## src/rtl/paddle_link.sv

```systemverilog
// paddle_link: UART link carrying local paddle state to the peer board.
// Define LINK_PARITY_EN to add an even parity bit to every character.
module paddle_link #(
   parameter int CLK_HZ     = 65_000_000,
   parameter int BAUD       = 115_200,
   parameter int RESEND_CYC = 1_083_333,
   parameter int TIMEOUT    = 6_500_000
) (
   input  logic       clk,
   input  logic       rst,
   input  logic [9:0] ypos_in,
   input  logic       left_in,
   input  logic       rx,
   output logic       tx,
   output logic [9:0] ypos_sec,
   output logic       left_sec,
   output logic       rx_valid,
   output logic       link_up,
   output logic       frame_err
);
   localparam int DIV = CLK_HZ / BAUD;
   localparam int CW  = $clog2(DIV + 1);
   localparam int RW  = $clog2(RESEND_CYC + 1);
   localparam int TW  = $clog2(TIMEOUT + 1);
`ifdef LINK_PARITY_EN
   localparam logic [3:0] LAST = 4'd10;
`else
   localparam logic [3:0] LAST = 4'd9;
`endif
   localparam logic [CW-1:0] BIT_END  = CW'(DIV - 1);
   localparam logic [CW-1:0] HALF_END = CW'(DIV / 2 - 1);
   localparam logic [RW-1:0] RES_MAX  = RW'(RESEND_CYC);
   localparam logic [TW-1:0] WD_MAX   = TW'(TIMEOUT);

   typedef enum logic {TX_IDLE, TX_SEND} tx_state_t;
   typedef enum logic [1:0] {RX_IDLE, RX_START, RX_DATA, RX_STOP} rx_state_t;
   typedef enum logic [1:0] {WAIT_SYNC, GET_HI, GET_LO, GET_CHK} p_state_t;

   tx_state_t   tx_state;
   logic [CW-1:0] tx_cnt;
   logic [3:0]  tx_bit;
   logic [1:0]  tx_chr;
   logic [10:0] snap;
   logic [10:0] last;
   logic [RW-1:0] rtim;
   logic [10:0] cur;
   logic        start;
   logic [7:0]  hi;
   logic [7:0]  tx_byte;

   rx_state_t   rx_state;
   p_state_t    p_state;
   logic        rs1, rs2, rprev;
   logic [CW-1:0] rcnt;
   logic [3:0]  rbit;
   logic [7:0]  rsh;
   logic [7:0]  hi_r, lo_r;
   logic [TW-1:0] wd;
   logic        stop_tick;
   logic        byte_bad;
   logic        chk_ok;
`ifdef LINK_PARITY_EN
   logic        par_bad;
`endif

   // Line level of bit i of a character carrying byte b.
   function automatic logic bit_of(input logic [7:0] b,
                                   input logic [3:0] i);
      if (i == 4'd0) return 1'b0;
      if (i <= 4'd8) return b[3'(i - 4'd1)];
`ifdef LINK_PARITY_EN
      if (i == 4'd9) return ^b;
`endif
      return 1'b1;
   endfunction

   assign cur   = {left_in, ypos_in};
   assign start = (cur != last) || (rtim >= RES_MAX);

   // Byte of the frame currently being serialised.
   always_comb begin
      hi = {5'b0, snap[10:8]};
      unique case (tx_chr)
         2'd0:    tx_byte = 8'hA5;
         2'd1:    tx_byte = hi;
         2'd2:    tx_byte = snap[7:0];
         default: tx_byte = hi ^ snap[7:0] ^ 8'h5A;
      endcase
   end

   // Transmit FSM with resend timer; tx is registered.
   always_ff @(posedge clk or negedge rst) begin
      if (!rst) begin
         tx_state <= TX_IDLE;
         tx       <= 1'b1;
         tx_cnt   <= '0;
         tx_bit   <= '0;
         tx_chr   <= '0;
         snap     <= '0;
         last     <= '0;
         rtim     <= '0;
      end else begin
         if (rtim != RES_MAX) rtim <= rtim + RW'(1);
         unique case (tx_state)
            TX_IDLE: if (start) begin
               rtim     <= '0;
               snap     <= cur;
               last     <= cur;
               tx       <= 1'b0;
               tx_cnt   <= '0;
               tx_bit   <= '0;
               tx_chr   <= '0;
               tx_state <= TX_SEND;
            end
            TX_SEND: if (tx_cnt == BIT_END) begin
               tx_cnt <= '0;
               if (tx_bit == LAST) begin
                  tx_bit <= '0;
                  if (tx_chr == 2'd3) begin
                     tx_state <= TX_IDLE;
                  end else begin
                     tx_chr <= tx_chr + 2'd1;
                     tx     <= 1'b0;
                  end
               end else begin
                  tx_bit <= tx_bit + 4'd1;
                  tx     <= bit_of(tx_byte, tx_bit + 4'd1);
               end
            end else begin
               tx_cnt <= tx_cnt + CW'(1);
            end
         endcase
      end
   end

   // Two-flop synchroniser plus previous level for edge detect.
   always_ff @(posedge clk or negedge rst) begin
      if (!rst) begin
         rs1   <= 1'b1;
         rs2   <= 1'b1;
         rprev <= 1'b1;
      end else begin
         rs1   <= rx;
         rs2   <= rs1;
         rprev <= rs2;
      end
   end

   // Receive bit engine: mid-bit sampling from the start edge.
   always_ff @(posedge clk or negedge rst) begin
      if (!rst) begin
         rx_state <= RX_IDLE;
         rcnt     <= '0;
         rbit     <= '0;
         rsh      <= '0;
`ifdef LINK_PARITY_EN
         par_bad  <= 1'b0;
`endif
      end else begin
         unique case (rx_state)
            RX_IDLE: if (rprev && !rs2) begin
               rcnt     <= '0;
               rx_state <= RX_START;
            end
            RX_START: if (rcnt == HALF_END) begin
               rcnt     <= '0;
               rbit     <= '0;
`ifdef LINK_PARITY_EN
               par_bad  <= 1'b0;
`endif
               rx_state <= rs2 ? RX_IDLE : RX_DATA;
            end else begin
               rcnt <= rcnt + CW'(1);
            end
            RX_DATA: if (rcnt == BIT_END) begin
               rcnt <= '0;
               rbit <= rbit + 4'd1;
               if (rbit < 4'd8) rsh <= {rs2, rsh[7:1]};
`ifdef LINK_PARITY_EN
               else par_bad <= (^rsh) ^ rs2;
               if (rbit == 4'd8) rx_state <= RX_STOP;
`else
               if (rbit == 4'd7) rx_state <= RX_STOP;
`endif
            end else begin
               rcnt <= rcnt + CW'(1);
            end
            RX_STOP: if (rcnt == BIT_END) begin
               rcnt     <= '0;
               rx_state <= RX_IDLE;
            end else begin
               rcnt <= rcnt + CW'(1);
            end
         endcase
      end
   end

   assign stop_tick = (rx_state == RX_STOP) && (rcnt == BIT_END);
   assign chk_ok    = rsh == (hi_r ^ lo_r ^ 8'h5A);
`ifdef LINK_PARITY_EN
   assign byte_bad  = !rs2 || par_bad;
`else
   assign byte_bad  = !rs2;
`endif

   // Frame parser, peer outputs and link watchdog.
   always_ff @(posedge clk or negedge rst) begin
      if (!rst) begin
         p_state   <= WAIT_SYNC;
         hi_r      <= '0;
         lo_r      <= '0;
         ypos_sec  <= '0;
         left_sec  <= 1'b0;
         rx_valid  <= 1'b0;
         frame_err <= 1'b0;
         link_up   <= 1'b0;
         wd        <= '0;
      end else begin
         rx_valid  <= 1'b0;
         frame_err <= 1'b0;
         if (wd != WD_MAX) wd <= wd + TW'(1);
         else link_up <= 1'b0;
         if (stop_tick) begin
            if (byte_bad) begin
               frame_err <= 1'b1;
               p_state   <= WAIT_SYNC;
            end else begin
               unique case (p_state)
                  WAIT_SYNC: if (rsh == 8'hA5) p_state <= GET_HI;
                  GET_HI: begin
                     hi_r    <= rsh;
                     p_state <= GET_LO;
                  end
                  GET_LO: begin
                     lo_r    <= rsh;
                     p_state <= GET_CHK;
                  end
                  GET_CHK: begin
                     p_state <= WAIT_SYNC;
                     if (chk_ok) begin
                        ypos_sec <= {hi_r[1:0], lo_r};
                        left_sec <= hi_r[2];
                        rx_valid <= 1'b1;
                        link_up  <= 1'b1;
                        wd       <= '0;
                     end else begin
                        frame_err <= 1'b1;
                     end
                  end
               endcase
            end
         end
      end
   end

endmodule

```

## config.mk

```make
export PLATFORM = sky130hd
export DESIGN_NAME = paddle_link
export DESIGN_NICKNAME = d
export VERILOG_FILES = /design/src/rtl/paddle_link.sv
export SDC_FILE = /design/constraint.sdc
export NUM_CORES = 1
export LEC_CHECK = 0
export CAP_MARGIN = 20
export CORE_MARGIN = 2
export CORE_UTILIZATION = 61
export DETAILED_ROUTE_END_ITERATION = 8
export PLACE_DENSITY = 0.9
export SLEW_MARGIN = 10
export SYNTH_ARGS = -nofsm -noshare
export SYNTH_HDL_FRONTEND = slang
export SYNTH_SLANG_ARGS = --single-unit
export TNS_END_PERCENT = 50
```

## constraint.sdc

```tcl
create_clock -name clk -period 3 [get_ports clk]
set_clock_uncertainty 0.1 [all_clocks]
set_input_delay 0.45 -clock clk [delete_from_list [all_inputs] [get_ports clk]]
set_output_delay 0.45 -clock clk [all_outputs]
set_load 0.01 [all_outputs]
```

==> impl_summary.log <==
[metrics] outcome: complete, no violations
[metrics] switching share of power: 0.257
[metrics] maximum number of pins on one net before global-route repair: 86
[metrics] crit path max-delay cell type: sky130_fd_sc_hd__dfrtp_1
[metrics] Worst Setup Slack, final: ~0.27 ns
[metrics] ratio of cells with drive above 1 in the final layout: 0.137
[metrics] Layout fillers: roughly 700
[metrics] dominant cell by count in the synthesized netlist: sky130_fd_sc_hd__dfrtp_1
[metrics] fin nets: roughly 730
[metrics] hold-critical path endpoint: rs2
[metrics] routed length per placed instance: 18.4 microns
[metrics] width of the die: between 100 and 150 microns
[metrics] met2 routing resource usage after global routing: 0.467
[metrics] Crit path required time: ~3.2 ns
[metrics] Pleak: ~3.5 nW
[metrics] input/output buffers: 28
[metrics] Period Utilization, post-route: 0.909
[metrics] Tmin final: 2.73 ns
[metrics] combined buffer and inverter count along the critical path: 2
[metrics] family of cells with the greatest summed delay on the critical path: simple AND/OR/NAND/NOR gates
[metrics] floorplan die area: 12200 sq um
[metrics] first-pass GRT wire length: about 27000 microns
[metrics] number of enable flip-flop cells after synthesis: 0
[metrics] post_cts resized: 0
[metrics] critical path cell sequence: ha_1, and2_1, and4_1, and3_1, nor3b_4, buf_4, buf_4, nor2_1
[metrics] clock net sink count: 132
[metrics] met1 Track Usage GR: 0.326
[metrics] total I/O pin count: 29
[metrics] CP Capture Type: flip-flop
[metrics] Core Area: between 10000 and 15000 sq um
[metrics] global placement routability congestion: 0.865
[metrics] FF-to-FF setup slack: between 0.2 and 0.3 ns
[metrics] Final Power: roughly 4.6 mW
[metrics] longest individual stage delay on the worst path: about 0.46 ns
[metrics] synthesized instance count: around 660
[metrics] clock root cell: sky130_fd_sc_hd__clkbuf_16
[metrics] post-route ant nets: 0
[metrics] Max Clk Rate: 367 MHz
[metrics] sequential share of power: 0.452
[metrics] Main synth FF type: sky130_fd_sc_hd__dfrtp_1
[metrics] start point of the worst hold path: rs1
[metrics] share of total power in combinational logic: 0.087
[metrics] count of hold buffers inserted by post-cts repair: 1
[metrics] count of buffers added by post-CTS timing repair for setup: 0
[metrics] via count of the first global-routing pass: 5568
[metrics] Syn. warnings: 0
[metrics] H-tree depth: 4
[metrics] Hold Fails Final Rpt: 0
[metrics] number of endpoints failing setup at the final stage: 0
[metrics] unrepaired setup endpoints after global routing: false
[metrics] clk_lat worst skew: ~0.42 ns
[metrics] max-slew violations: 0
[metrics] Pre-antenna DRT Iters: 5
[metrics] starting density of the core: 0.632
[metrics] Critical Path Most Common Cell: sky130_fd_sc_hd__buf_4
[metrics] cell type with the largest total area after synthesis: sky130_fd_sc_hd__dfrtp_1
[metrics] Worst Reg-to-Reg Cells: 8
[metrics] top-area cell type share of the netlist area: 0.463
[metrics] placed wire-length estimate after detailed placement: a little over 10000 microns
[metrics] path length in cells of the critical path: 8
[metrics] Crit Reg-Reg Endpoint: wd[16]
[metrics] area growth from synthesis to layout: 15.4%
[metrics] largest fanout on the critical path: 19
[metrics] startpoint class of the critical path: flip-flop
[metrics] Sw Pwr: around 1.2 mW
[metrics] final core utilization: 0.729
[metrics] Synth cell types: 61
[metrics] Cell Area, Synth: a little under 7000 sq um
[metrics] critical path type: flip-flop to flip-flop
[metrics] ranking of synthesized cells by area: sky130_fd_sc_hd__dfrtp_1 (46%), sky130_fd_sc_hd__mux2_2 (7.2%), sky130_fd_sc_hd__xnor2_1 (5.3%)
[metrics] FF+latch count, synth: 132
[metrics] clock network fraction of total power: 0.461
[metrics] share of synthesized area occupied by flip-flops and latches: 0.479
[metrics] pwr/cell area: slightly below 600 nW/um^2
[metrics] Place WS: between 0.2 and 0.3 ns
[metrics] classification of the worst-slack hold path: flip-flop to flip-flop
[metrics] global-route usage over all layers: 0.269
[metrics] initial antenna violation count: 0
[metrics] list of most frequent post-synthesis cells: sky130_fd_sc_hd__dfrtp_1 (128), sky130_fd_sc_hd__nor2_1 (64), sky130_fd_sc_hd__nand2_1 (61)
[metrics] Max-cap violations: 0
[metrics] endpoint arrival time on the critical path: 2.92 ns
[metrics] post-detailed-route via-to-cell ratio: roughly 6.2
[metrics] Tightest Pin Transition: 0.948 ns
[metrics] VDD IR-drop max: approximately 0.00056 V
[metrics] mean area per synthesized cell: about 11 sq um
[metrics] clock slew at reported path FFs: approximately 0.06 ns
[metrics] Worst Hold Depth: 0
[metrics] CTS tree: done
[metrics] routing layer with the top usage in global route: met2
[metrics] remaining design rule violation count: 0
[metrics] sum of negative setup slack: 0 ns
[metrics] final routed wirelength across all metal layers: 15500 microns
[metrics] TritonCTS buffer count: 17
[metrics] internal power consumption: approximately 3.4 mW
[metrics] headroom to the max-slew limit: 0.362
[metrics] total via count in the routed design: between 5000 and 6000
[metrics] maximum clock path buffer count: 2
[metrics] async set-or-reset flop fraction in the synthesized netlist: 1.00
[metrics] vertical die dimension: ~110 microns
[metrics] met3 Usage GRT: 0.0637
[metrics] Diodes inserted: 0
[metrics] number of cells in the finished layout apart from fillers: around 850
[metrics] site row count: 38
[metrics] count of placed standard cells including taps: 813
[metrics] launching point of the worst reg2reg path: rcnt[0]
[metrics] Post-Syn Nets: a little under 700
[metrics] GRT overflow: 0
[metrics] Initial DRC Count: between 400 and 500
registers in the layout, indices dropped and copies added, names as in the netlist, 2 cells and up, named ones only:
signal / count
hi_r: 8
last: 11
lo_r: 8
p_state: 2
rbit: 4
rcnt: 10
rsh: 8
rtim: 21
tx_bit: 4
tx_chr: 2
tx_cnt: 10
wd: 23
ypos_sec: 10
placed cells by master (no fill, tap or decap), types with 4 or more instances in the layout:
master | Yosys | routed
sky130_fd_sc_hd__inv_1 | 29 | 29
sky130_fd_sc_hd__a31oi_1 | 7 | 7
sky130_fd_sc_hd__xnor2_1 | 42 | 42
sky130_fd_sc_hd__ha_1 | 19 | 19
sky130_fd_sc_hd__and3_1 | 4 | 4
sky130_fd_sc_hd__nor2_1 | 64 | 64
sky130_fd_sc_hd__mux2_1 | 4 | 4
sky130_fd_sc_hd__nand4_1 | 17 | 17
sky130_fd_sc_hd__a21oi_1 | 13 | 13
sky130_fd_sc_hd__o31ai_1 | 8 | 8
sky130_fd_sc_hd__dfstp_2 | 4 | 4
sky130_fd_sc_hd__buf_4 | 3 | 10
sky130_fd_sc_hd__and4_1 | 5 | 5
sky130_fd_sc_hd__dfrtp_1 | 128 | 128
sky130_fd_sc_hd__o22ai_1 | 5 | 5
sky130_fd_sc_hd__mux2_2 | 44 | 44
sky130_fd_sc_hd__nand3_1 | 30 | 30
sky130_fd_sc_hd__mux2i_1 | 9 | 9
sky130_fd_sc_hd__clkbuf_16 | 0 | 17
sky130_fd_sc_hd__nor4_1 | 13 | 13
sky130_fd_sc_hd__nand2_1 | 61 | 61
sky130_fd_sc_hd__xor2_1 | 23 | 23
sky130_fd_sc_hd__nor3_1 | 18 | 18
sky130_fd_sc_hd__a211oi_1 | 6 | 6
sky130_fd_sc_hd__clkdlybuf4s50_1 | 0 | 27
sky130_fd_sc_hd__o21ai_0 | 20 | 20
sky130_fd_sc_hd__nor4bb_1 | 5 | 5
sky130_fd_sc_hd__a21o_1 | 4 | 4
sky130_fd_sc_hd__nand2b_1 | 6 | 6
metrics by stage:
| step | cell area [sq um] | hold slack [ns] |
|---|---|---|
| 6_report | 7980 | 0.257 |
| 2_1_floorplan | 6910 | 0.0544 |
| 3_3_place_gp | 7360 | 0.247 |
| 4_1_cts | 7980 | 0.258 |
| 3_5_place_dp | 7360 | 0.250 |
| 5_1_grt | 7980 | 0.260 |
kinds of logic (layout without fill, tap and decap cells):
group                      Yosys count  in the layout  synth area share
and+or+nand+nor                    244            244             0.182
AOI/OAI and AO/OA                   81             81            0.0778
buffers and inverters               50            101            0.0304
adders and majority gates           19             19            0.0344
DFF                                132            132             0.479
xor gates and xnor gates            71             71             0.102
muxes                               58             58            0.0945
worst max-delay path by stage:
stage,slack [ns],from,endpoint
floorplan,0.59,rcnt[0],left_sec
global placement,0.35,ypos_in[2],last[5]
detailed placement,0.30,ypos_in[2],last[3]
CTS,0.31,rcnt[0],wd[17]
global route,0.13,rcnt[0],wd[17]
finish,0.27,rcnt[0],wd[16]
layer usage:
metal	up-vias	wire, microns
li1	2395	-
met1	2640	6380
met2	152	8150
met3	42	595
met4	0	408
met5	-	0
power by group through the flow:
stage	clock network, mW	registers (mW)	logic (mW)
finish	2.13	2.09	0.404
global route	2.24	2.11	0.452
CTS	2.15	2.08	0.405
detailed placement	0	2.10	0.390
global placement	0	2.09	0.365
floorplan	0	2.05	0.285
area by class of cell:
cell class | instances | area (sq um) | area share
clock inverter | 10 | 146 | 0.0184
multi-input combinational | 473 | 3390 | 0.426
timing repair buffer | 39 | 375 | 0.0471
tap | 140 | 175 | 0.0220
clock buffer | 22 | 464 | 0.0582
sequential | 132 | 3310 | 0.415
inverter | 30 | 113 | 0.0141
No activity file was read; power rests on OpenSTA's default activity.
